===== src/rtl/brlshift_pipe_if.sv =====
// Operand/result handshake bundle for brlshift_pipe.
// The master drives operations and accepts results; the slave is the shifter.
interface brlshift_pipe_if #(
    parameter int WIDTH = 32,
    parameter int TAG_W = 6
);
    logic             in_valid;
    logic             in_ready;
    logic [1:0]       brlmux;
    logic [WIDTH-1:0] srcdp;
    logic [WIDTH-1:0] brld;
    logic [TAG_W-1:0] in_tag;
    logic             out_valid;
    logic             out_ready;
    logic [WIDTH-1:0] brlq;
    logic             brl_carry;
    logic             brl_zero;
    logic             brl_neg;
    logic [TAG_W-1:0] out_tag;

    modport master (
        output in_valid,
        output brlmux,
        output srcdp,
        output brld,
        output in_tag,
        output out_ready,
        input  in_ready,
        input  out_valid,
        input  brlq,
        input  brl_carry,
        input  brl_zero,
        input  brl_neg,
        input  out_tag
    );

    modport slave (
        input  in_valid,
        input  brlmux,
        input  srcdp,
        input  brld,
        input  in_tag,
        input  out_ready,
        output in_ready,
        output out_valid,
        output brlq,
        output brl_carry,
        output brl_zero,
        output brl_neg,
        output out_tag
    );
endinterface


===== src/rtl/brlshift_pipe.sv =====
// Pipelined barrel shifter: logical/arithmetic shift with signed count and rotate-right,
// with a valid/ready handshake, 1- or 2-stage pipeline, passthrough tag and result flags.
module brlshift_pipe #(
    parameter int WIDTH   = 32,
    parameter int LATENCY = 1,
    parameter int TAG_W   = 6
) (
    input  logic           sys_clk,
    input  logic           reset,
    brlshift_pipe_if.slave bus
);
    localparam int CW = $clog2(WIDTH);

    // Logarithmic shifter: each set bit of amt applies a shift of 2^k, so the
    // same routine serves both the full shift and either half of the pipeline.
    function automatic logic [WIDTH-1:0] shift_by(
        input logic [WIDTH-1:0] d,
        input logic [CW-1:0]    amt,
        input logic             left,
        input logic             rot,
        input logic             fill
    );
        logic [WIDTH-1:0] r;
        r = d;
        for (int k = 0; k < CW; k++) begin
            if (amt[k]) begin
                if (rot) begin
                    r = (r >> (1 << k)) | (r << (WIDTH - (1 << k)));
                end else if (left) begin
                    r = r << (1 << k);
                end else begin
                    r = (r >> (1 << k)) | (fill ? ~({WIDTH{1'b1}} >> (1 << k)) : '0);
                end
            end
        end
        return r;
    endfunction

    function automatic logic [WIDTH-1:0] finish_shift(
        input logic [WIDTH-1:0] d,
        input logic [CW-1:0]    amt,
        input logic             left,
        input logic             rot,
        input logic             oor,
        input logic             fill
    );
        logic [WIDTH-1:0] r;
        if (oor) begin
            r = {WIDTH{fill}};
        end else begin
            r = shift_by(d, amt, left, rot, fill);
        end
        return r;
    endfunction

    logic             dec_rot;
    logic             dec_sha;
    logic             cnt_neg;
    logic [WIDTH-1:0] cnt_mag;
    logic             dec_left;
    logic             dec_oor;
    logic             dec_right_nz;
    logic             dec_fill;
    logic             dec_carry;
    logic [CW-1:0]    dec_amt;

    // Decode the signed count into direction, magnitude and out-of-range.
    // The magnitude of the most negative count wraps to itself, which is
    // still >= WIDTH and so correctly lands in the out-of-range case.
    always_comb begin
        dec_rot      = (bus.brlmux == 2'b10);
        dec_sha      = (bus.brlmux == 2'b11);
        cnt_neg      = bus.srcdp[WIDTH-1];
        cnt_mag      = cnt_neg ? (~bus.srcdp + WIDTH'(1)) : bus.srcdp;
        dec_left     = ~dec_rot & cnt_neg;
        dec_oor      = ~dec_rot & (cnt_mag >= WIDTH'(WIDTH));
        dec_right_nz = ~dec_rot & ~cnt_neg & (bus.srcdp != '0);
        dec_fill     = dec_sha & ~cnt_neg & bus.brld[WIDTH-1];
        dec_carry    = (dec_oor | dec_right_nz) ? bus.brld[0] : bus.brld[WIDTH-1];
        dec_amt      = dec_rot ? bus.srcdp[CW-1:0] : cnt_mag[CW-1:0];
    end

    logic             in_rdy;
    logic             out_vld;
    logic [WIDTH-1:0] out_q;
    logic             out_carry;
    logic             out_zero;
    logic             out_neg;
    logic [TAG_W-1:0] out_tag_r;

    generate
        if (LATENCY == 1) begin : g_lat1
            logic [WIDTH-1:0] res;
            logic             load;

            always_comb begin
                res = finish_shift(bus.brld, dec_amt, dec_left, dec_rot, dec_oor, dec_fill);
            end

            assign in_rdy = ~out_vld | bus.out_ready;
            assign load   = bus.in_valid & in_rdy;

            // Single output register; holds its contents while the consumer stalls.
            always_ff @(posedge sys_clk) begin
                if (reset) begin
                    out_vld   <= 1'b0;
                    out_q     <= '0;
                    out_carry <= 1'b0;
                    out_zero  <= 1'b0;
                    out_neg   <= 1'b0;
                    out_tag_r <= '0;
                end else if (load) begin
                    out_vld   <= 1'b1;
                    out_q     <= res;
                    out_carry <= dec_carry;
                    out_zero  <= (res == '0);
                    out_neg   <= res[WIDTH-1];
                    out_tag_r <= bus.in_tag;
                end else if (bus.out_ready) begin
                    out_vld   <= 1'b0;
                end
            end
        end else begin : g_lat2
            localparam int            LO      = CW / 2;
            localparam logic [CW-1:0] LO_MASK = CW'((1 << LO) - 1);

            logic             s1_vld;
            logic             s1_left;
            logic             s1_rot;
            logic             s1_oor;
            logic             s1_fill;
            logic             s1_carry;
            logic [TAG_W-1:0] s1_tag;
            logic [WIDTH-1:0] s1_data;
            logic [CW-1:0]    s1_amt_lo;
            logic             s2_free;
            logic             s1_adv;
            logic             s1_load;
            logic [WIDTH-1:0] res;

            assign s2_free = ~out_vld | bus.out_ready;
            assign s1_adv  = s1_vld & s2_free;
            assign in_rdy  = ~s1_vld | s2_free;
            assign s1_load = bus.in_valid & in_rdy;

            // Stage 1 applies the upper half of the count; the lower half rides along.
            always_ff @(posedge sys_clk) begin
                if (reset) begin
                    s1_vld    <= 1'b0;
                    s1_left   <= 1'b0;
                    s1_rot    <= 1'b0;
                    s1_oor    <= 1'b0;
                    s1_fill   <= 1'b0;
                    s1_carry  <= 1'b0;
                    s1_tag    <= '0;
                    s1_data   <= '0;
                    s1_amt_lo <= '0;
                end else if (s1_load) begin
                    s1_vld    <= 1'b1;
                    s1_left   <= dec_left;
                    s1_rot    <= dec_rot;
                    s1_oor    <= dec_oor;
                    s1_fill   <= dec_fill;
                    s1_carry  <= dec_carry;
                    s1_tag    <= bus.in_tag;
                    s1_data   <= shift_by(bus.brld, dec_amt & ~LO_MASK, dec_left, dec_rot, dec_fill);
                    s1_amt_lo <= dec_amt & LO_MASK;
                end else if (s1_adv) begin
                    s1_vld    <= 1'b0;
                end
            end

            always_comb begin
                res = finish_shift(s1_data, s1_amt_lo, s1_left, s1_rot, s1_oor, s1_fill);
            end

            always_ff @(posedge sys_clk) begin
                if (reset) begin
                    out_vld   <= 1'b0;
                    out_q     <= '0;
                    out_carry <= 1'b0;
                    out_zero  <= 1'b0;
                    out_neg   <= 1'b0;
                    out_tag_r <= '0;
                end else if (s1_adv) begin
                    out_vld   <= 1'b1;
                    out_q     <= res;
                    out_carry <= s1_carry;
                    out_zero  <= (res == '0);
                    out_neg   <= res[WIDTH-1];
                    out_tag_r <= s1_tag;
                end else if (bus.out_ready) begin
                    out_vld   <= 1'b0;
                end
            end
        end
    endgenerate

    assign bus.in_ready  = in_rdy;
    assign bus.out_valid = out_vld;
    assign bus.brlq      = out_q;
    assign bus.brl_carry = out_carry;
    assign bus.brl_zero  = out_zero;
    assign bus.brl_neg   = out_neg;
    assign bus.out_tag   = out_tag_r;
endmodule


===== src/flat_wrapper.sv =====
// flat-port wrapper written by rule: the top's interface ports become plain ports
module brlshift_pipe_flat 
#(
    parameter int WIDTH   = 32,
    parameter int LATENCY = 1,
    parameter int TAG_W   = 6
)
  (sys_clk, reset, bus_in_valid, bus_brlmux, bus_srcdp, bus_brld, bus_in_tag, bus_out_ready, bus_in_ready, bus_out_valid, bus_brlq, bus_brl_carry, bus_brl_zero, bus_brl_neg, bus_out_tag);
  brlshift_pipe_if #(.WIDTH(WIDTH), .TAG_W(TAG_W)) bus_i ();
  input  logic sys_clk;
  input  logic reset;
  input wire logic [$bits(bus_i.in_valid)-1:0] bus_in_valid;
  input wire logic [$bits(bus_i.brlmux)-1:0] bus_brlmux;
  input wire logic [$bits(bus_i.srcdp)-1:0] bus_srcdp;
  input wire logic [$bits(bus_i.brld)-1:0] bus_brld;
  input wire logic [$bits(bus_i.in_tag)-1:0] bus_in_tag;
  input wire logic [$bits(bus_i.out_ready)-1:0] bus_out_ready;
  output wire logic [$bits(bus_i.in_ready)-1:0] bus_in_ready;
  output wire logic [$bits(bus_i.out_valid)-1:0] bus_out_valid;
  output wire logic [$bits(bus_i.brlq)-1:0] bus_brlq;
  output wire logic [$bits(bus_i.brl_carry)-1:0] bus_brl_carry;
  output wire logic [$bits(bus_i.brl_zero)-1:0] bus_brl_zero;
  output wire logic [$bits(bus_i.brl_neg)-1:0] bus_brl_neg;
  output wire logic [$bits(bus_i.out_tag)-1:0] bus_out_tag;
  assign bus_i.in_valid = bus_in_valid;
  assign bus_i.brlmux = bus_brlmux;
  assign bus_i.srcdp = bus_srcdp;
  assign bus_i.brld = bus_brld;
  assign bus_i.in_tag = bus_in_tag;
  assign bus_i.out_ready = bus_out_ready;
  assign bus_in_ready = bus_i.in_ready;
  assign bus_out_valid = bus_i.out_valid;
  assign bus_brlq = bus_i.brlq;
  assign bus_brl_carry = bus_i.brl_carry;
  assign bus_brl_zero = bus_i.brl_zero;
  assign bus_brl_neg = bus_i.brl_neg;
  assign bus_out_tag = bus_i.out_tag;
  brlshift_pipe #(.WIDTH(WIDTH), .LATENCY(LATENCY), .TAG_W(TAG_W)) u_core (.sys_clk(sys_clk), .reset(reset), .bus(bus_i));
endmodule

===== config.mk =====
export PLATFORM = sky130hd
export DESIGN_NAME = brlshift_pipe_flat
export DESIGN_NICKNAME = d
export VERILOG_FILES = /design/src/rtl/brlshift_pipe_if.sv /design/src/rtl/brlshift_pipe.sv /design/src/flat_wrapper.sv
export SDC_FILE = /design/constraint.sdc
export NUM_CORES = 1
export LEC_CHECK = 0
export ABC_AREA = 1
export BUFFER_PORTS_ARGS = -buffer_cell sky130_fd_sc_hd__buf_2
export CORE_MARGIN = 2
export CORE_UTILIZATION = 25
export CTS_CLUSTER_SIZE = 10
export DETAILED_ROUTE_END_ITERATION = 8
export GPL_ROUTABILITY_DRIVEN = 0
export SLEW_MARGIN = 40
export SYNTH_ARGS = -nofsm -noshare
export SYNTH_HDL_FRONTEND = slang
export SYNTH_SLANG_ARGS = --single-unit

===== constraint.sdc =====
create_clock -name sys_clk -period 3.6 [get_ports sys_clk]
set_input_delay 0 -clock sys_clk [delete_from_list [all_inputs] [get_ports sys_clk]]
set_output_delay 0 -clock sys_clk [all_outputs]
set_load 0.02 [all_outputs]

* After elaboration in Yosys (flattened, before gate mapping)
Cells that the tools add are included.
** Word-level totals
- Register bits after elaboration :: 42
- Output and inout bits :: 43
- Logic and storage cells :: 66
** Operators by class
- Add/sub/neg operators :: 1
- $lt $le $gt $ge :: 1
- Eq/ne operators :: 2
- Muxes and demuxes :: 30
- Bitwise gates (word level) :: 23
- Reductions and logical operators :: 3
** Operators with widths (count)
- 2-to-1 mux 32 bit :: 26
- OR 16 x 32 -> 32 bit :: 2
- OR 24 x 32 -> 32 bit :: 2
- OR 28 x 32 -> 32 bit :: 2
- OR 30 x 32 -> 32 bit :: 2
- OR 31 x 32 -> 32 bit :: 2
- adder 32 x 1 -> 32 bit, second input constant :: 1
- >= comparator 32 x 6 -> 1 bit, second input constant :: 1
- zero test 32 bit :: 1
- inverter 32 bit :: 1
- nonzero test 32 bit :: 1
- AND 1 bit :: 7
- 2-to-1 mux 5 bit :: 1
- == test 2 bit, second input constant :: 2
- 2-to-1 mux 1 bit :: 3
- inverter 1 bit :: 3
- OR 1 bit :: 2
- nonzero test 2 bit :: 1

* Longest topological paths before layout
- Word-level depth :: 30
- Mapped depth :: 26
- Gate-level depth less buffers :: 24

* Worst setup path before layout
Ideal clock, no wire load.
- Path kind :: input port to flip-flop
- Start point :: input bus_srcdp[0]
- End point :: register u_core.out_zero, in the netlist u_core.bus.brl_zero
- Library setup time :: 116 ps
- Arrival time :: 2044 ps
- Slack :: 1440 ps
- Stages on the path :: 23
- Path through :: buf_6 > inv_2 > ha_1 > nand2_1 > nor2_4 > nand2_1 > nand2_1 > nand2_1 > nand2_1 > nand3_1 > nor2_1 > nand3_1 > nor2_2 > nand3_4 > nand2_4 > buf_4 > nand3_1 > nand2_1 > inv_1 > nand2_1 > nor2_1 > nand3_1 > a21oi_1
** Between the ends
- Cells in the longest elaborated chain, start to end :: 27
- Elaborated cells on any way between the ends :: 33
- Those cells by class :: add/sub: 1; order compare: 1; mux: 20; bitwise: 10; reduce/logical: 1
** Ends and longest elaborated chain
- start: declaration :: RTL line flat_wrapper.sv:14 : input wire logic [$bits(bus_i.srcdp)-1:0] bus_srcdp;
- inverter 32 bit :: RTL line brlshift_pipe.sv:74 : cnt_mag = cnt_neg ? (~bus.srcdp + WIDTH'(1)) : bus.srcdp;
- adder 32 x 1 -> 32 bit :: RTL line brlshift_pipe.sv:74
- 2-to-1 mux 32 bit :: RTL line brlshift_pipe.sv:74
- 2-to-1 mux 5 bit :: RTL line brlshift_pipe.sv:80 : dec_amt = dec_rot ? bus.srcdp[CW-1:0] : cnt_mag[CW-1:0];
- 2-to-1 mux 32 bit :: RTL line brlshift_pipe.sv:26 : if (amt[k]) begin
- 2-to-1 mux 32 bit :: RTL line brlshift_pipe.sv:48 : if (oor) begin
- OR 30 x 32 -> 32 bit :: RTL line brlshift_pipe.sv:32 : r = (r >> (1 << k)) | (fill ? ~({WIDTH{1'b1}} >> (1 << k)) : '0);
- 2-to-1 mux 32 bit :: RTL line brlshift_pipe.sv:29 : end else if (left) begin
- [... 11 more ...]
- 2-to-1 mux 32 bit :: RTL line brlshift_pipe.sv:26
- 2-to-1 mux 32 bit :: RTL line brlshift_pipe.sv:48
- OR 16 x 32 -> 32 bit :: RTL line brlshift_pipe.sv:32
- 2-to-1 mux 32 bit :: RTL line brlshift_pipe.sv:29
- 2-to-1 mux 32 bit :: RTL line brlshift_pipe.sv:27 : if (rot) begin
- 2-to-1 mux 32 bit :: RTL line brlshift_pipe.sv:26
- 2-to-1 mux 32 bit (*) :: RTL line brlshift_pipe.sv:48
- zero test 32 bit (*) :: RTL line brlshift_pipe.sv:116 : out_zero <= (res == '0);
- end signal: assignment :: RTL line brlshift_pipe.sv:116
- end: declaration :: RTL line brlshift_pipe.sv:87 : logic out_zero;
Mark *: on every way between the ends. The rest lies on a longest branch, timed or not. The select of a mux whose other input is x is not followed.
A chain may end at the register's enable or synchronous reset.

* Worst setup path in the final report
- Start point :: input bus_srcdp[1]
- End point :: register u_core.out_zero, in the netlist u_core.bus.brl_zero
** Between the ends
- Cells in the longest elaborated chain, start to end :: 22
- Elaborated cells on any way between the ends :: 27
- Those cells by class :: add/sub: 1; order compare: 1; mux: 16; bitwise: 8; reduce/logical: 1
** Ends and longest elaborated chain (RTL line)
- inverter 32 bit :: brlshift_pipe.sv:74
- adder 32 x 1 -> 32 bit :: brlshift_pipe.sv:74
- 2-to-1 mux 32 bit :: brlshift_pipe.sv:74
- 2-to-1 mux 5 bit :: brlshift_pipe.sv:80
- 2-to-1 mux 32 bit :: brlshift_pipe.sv:26
- 2-to-1 mux 32 bit :: brlshift_pipe.sv:48
- OR 28 x 32 -> 32 bit :: brlshift_pipe.sv:32
- 2-to-1 mux 32 bit :: brlshift_pipe.sv:29
- [... 6 more ...]
- 2-to-1 mux 32 bit :: brlshift_pipe.sv:26
- 2-to-1 mux 32 bit :: brlshift_pipe.sv:48
- OR 16 x 32 -> 32 bit :: brlshift_pipe.sv:32
- 2-to-1 mux 32 bit :: brlshift_pipe.sv:29
- 2-to-1 mux 32 bit :: brlshift_pipe.sv:27
- 2-to-1 mux 32 bit :: brlshift_pipe.sv:26
- 2-to-1 mux 32 bit (*) :: brlshift_pipe.sv:48
- zero test 32 bit (*) :: brlshift_pipe.sv:116
Marked as above.

==> flow_metrics.py <==
metrics = {
    "clock_tree": {
        "clock_latency_ns": 0.28,
        "cts_made_buffers": 5,
        "cts_resized": 0,
        "clk_path_buf_depth": 2,
        "cts.sinks": 41,
        "tritoncts": "yes",
        "cts-root-buf": "clkbuf_16",
        "clkTransAtPathRegs_ns": 0.06,
        "cts.hold.buffers_added": 7,
        "postCtsSetupRepairBufs": 0,
        "htree_levels": 2,
    },
    "final_layout": {
        "synthToLayoutAreaGrowth_pct": 16.80,
        "fillCellCount": 2900,
        "final_common_cell": "nand2_1",
        "final_cell_mix": "nand2_1 (520), nand3_1 (294), buf_2 (118)",
        "nets": 1413,
        "drive_gt1_frac": 0.1624,
        "fin_cells": 1673,
    },
    "timing": {
        "rsz0062_at_grt": "false",
        "worst_clock_skew_ns": 0.005898,
        "fmax_mhz": 372.7,
        "setup-violations-final": 0,
        "final_hold_viol_count": 0,
        "maxSlewViolCount": 0,
        "fin_setup_tns_ns": 0,
        "relSlewSlack": 0.5308,
        "finalCritPeriodShare": 0.7452,
        "worst_pin_slew_ns": 0.7031,
        "period_needed_ns": 2.683,
    },
    "die": {
        "initial_core_util": 0.2530,
        "die_x_um": 162.9,
        "chipHeight_um": 162.9,
        "coreArea_um2": 24960,
        "io_pins": 119,
        "dieArea_um2": 26550,
        "num_rows": 58,
    },
    "grt": {
        "busiest_layer": "met2",
        "use_met3": 0.03056,
        "grtUsageMet1": 0.2252,
        "grt_pass1_wl_um": 39120,
        "grt_start_max_net_pins": 65,
        "grt_pass1_vias": 7859,
        "met2_usage": 0.2991,
        "grt_overflow": 0,
        "globalRouteTotalUtil": 0.1797,
        "antenna_found_initial": 8,
    },
    "worst_setup_path": {
        "reg2reg_slack_ns": 1.88,
        "crit_slowest_cell": "nand2_2",
        "cp_max_fo": 34,
        "cp_data_required_time_ns": 3.81,
        "critPathCaptureType": "flop",
        "crit_top_cell": "nand2_1",
        "r2r_cells": 6,
        "start_kind": "input port",
        "cp_slowest_stage_delay_ns": 0.40,
        "crit_arrival_ns": 2.89,
        "criticalPathCategory": "in -> reg",
    },
    "place": {
        "dp_hpwl_um": 19030,
        "io_buffers": 118,
        "dpl.cell_count": 1651,
    },
    "logic_synthesis": {
        "synthArstFlopShare": 0,
        "synthCells": 1255,
        "ys_seq_area_frac": 0.1300,
        "syn-num-nets": 1333,
        "synth_edf_count": 0,
        "yosys_warnings": 0,
        "avgSynthCellArea_um2": 5.033,
        "synth_flop_cell": "dfxtp_1",
        "yosysUniqueCellTypes": 33,
        "ys_ff_latch": 41,
        "syn-cell-area_um2": 6316,
    },
    "detailed_routing": {
        "antenna_left": 0,
        "wl_um": 24050,
        "vias": 8563,
        "drc_errors": 0,
        "first_pass_iters": 7,
        "routedWlPerCell_um": 14.37,
        "first_iter_violations": 651,
        "vias_per_cell": 5.118,
    },
    "power": {
        "seqPwrFrac": 0.235,
        "swShare": 0.4509,
        "power_leakage_nw": 3.824,
        "power.density_nw_per_um2": 292.4,
        "p_int_mw": 1.185,
        "p_sw_mw": 0.9728,
        "power_frac_clock": 0.240,
        "ir_worst_vdd_mv": 0.1737,
        "power.total_mw": 2.157,
        "comb_power_share": 0.525,
    },
    "hold_path": {
        "hold_depth": 4,
        "hp-class": "in -> reg",
    },
    "run": {
        "maxCapViolCount": 0,
    },
    "run_status": {
        "status": "finished clean",
    },
}
## critical path, delay by kind of cell
family	cells	cell delay [ns]
buffers and inverters	4	0.28
adder cells (fa/ha/maj)	1	0.31
AND/OR/NAND/NOR	19	2.17
AO/OA/AOI/OAI	1	0.13
## logic make-up (layout without fill, tap and decap cells)
| group | count (synthesis) | after routing | synth area share |
|---|---|---|---|
| other | 0 | 7 | 0 |
| and+or+nand+nor | 986 | 986 | 0.6939 |
| DFF | 41 | 41 | 0.1300 |
| adders and majority gates | 2 | 2 | 0.003961 |
| AOI/OAI and AO/OA | 92 | 92 | 0.07587 |
| buffers and inverters | 128 | 209 | 0.08795 |
| xor gates and xnor gates | 6 | 6 | 0.008320 |
## routing by layer
metal | up-vias | share of wire
met2 | 364 | 0.48
met5 | - | 0.0014
met3 | 85 | 0.068
met1 | 3835 | 0.41
li1 | 4275 | -
met4 | 4 | 0.045
## through the flow
step	setup slack (ns)	hold slack [ns]	util	cell area, um2
floorplan	1.440	0.06907	-	6316
global placement	0.7310	0.2524	0.2849	7113
CTS	0.9246	0.02344	0.2948	7360
finish	0.9172	0.03877	0.2955	7377
detailed placement	0.6516	0.2516	0.2849	7113
global route	0.5085	0.06393	0.2952	7370
## area by class of cell
cell class / instances / area (um2) / share of cell area
flip-flops and latches: 41 / 820.8 / 0.1113
clock inverters: 2 / 37.54 / 0.005088
clock buffers: 6 / 138.9 / 0.01883
inverters: 59 / 221.5 / 0.03002
diodes: 7 / 17.52 / 0.002374
well taps: 330 / 412.9 / 0.05597
repair buffers: 142 / 788.3 / 0.1069
multi-input cells: 1086 / 4940 / 0.6696
## power groups by stage
stage	Combinational, mW	Sequential, mW	Clock (mW)
global route	1.27	0.511	0.548
detailed placement	1.11	0.517	0
finish	1.13	0.507	0.519
floorplan	0.744	0.557	0
CTS	1.12	0.507	0.527
global placement	1.11	0.516	0
## flip-flops by register name, summed over array words and instances (netlist names)
| signal | count |
|---|---|
| u_core.bus.out_valid | 1 |
| u_core.bus.brl_zero | 1 |
| u_core.bus.out_tag | 6 |
| u_core.bus.brl_carry | 1 |
| u_core.bus.brlq | 32 |
## worst paths after layout
check | start | endpoint
hold reg to reg | u_core.bus.brl_carry | u_core.bus.brl_carry
hold / removal | bus_out_ready | u_core.bus.out_valid
setup reg to reg | u_core.bus.out_valid | u_core.bus.brlq[29]
setup / recovery | bus_srcdp[1] | u_core.bus.brl_zero
## synthesized netlist by cell type, types with 3 or more instances
cell	number	area (um2)
nand2_4	3	33.78
clkbuf_1	26	97.59
or2_2	31	193.9
nand3_1	294	1471
buf_6	3	33.78
inv_2	11	41.29
inv_1	48	180.2
a21oi_1	39	195.2
o21ai_1	5	25.02
xor2_1	4	35.03
nand2_1	520	1952
o21ai_0	45	225.2
nand3b_1	3	22.52
buf_1	6	22.52
dfxtp_1	41	820.8
nor2_4	5	56.30
buf_2	30	150.1
nand4_1	25	156.4
buf_4	4	30.03
nand2_2	5	31.28
nor2_1	81	304.0
nor2_2	11	68.82
No activity file was read; power rests on OpenSTA's default activity.
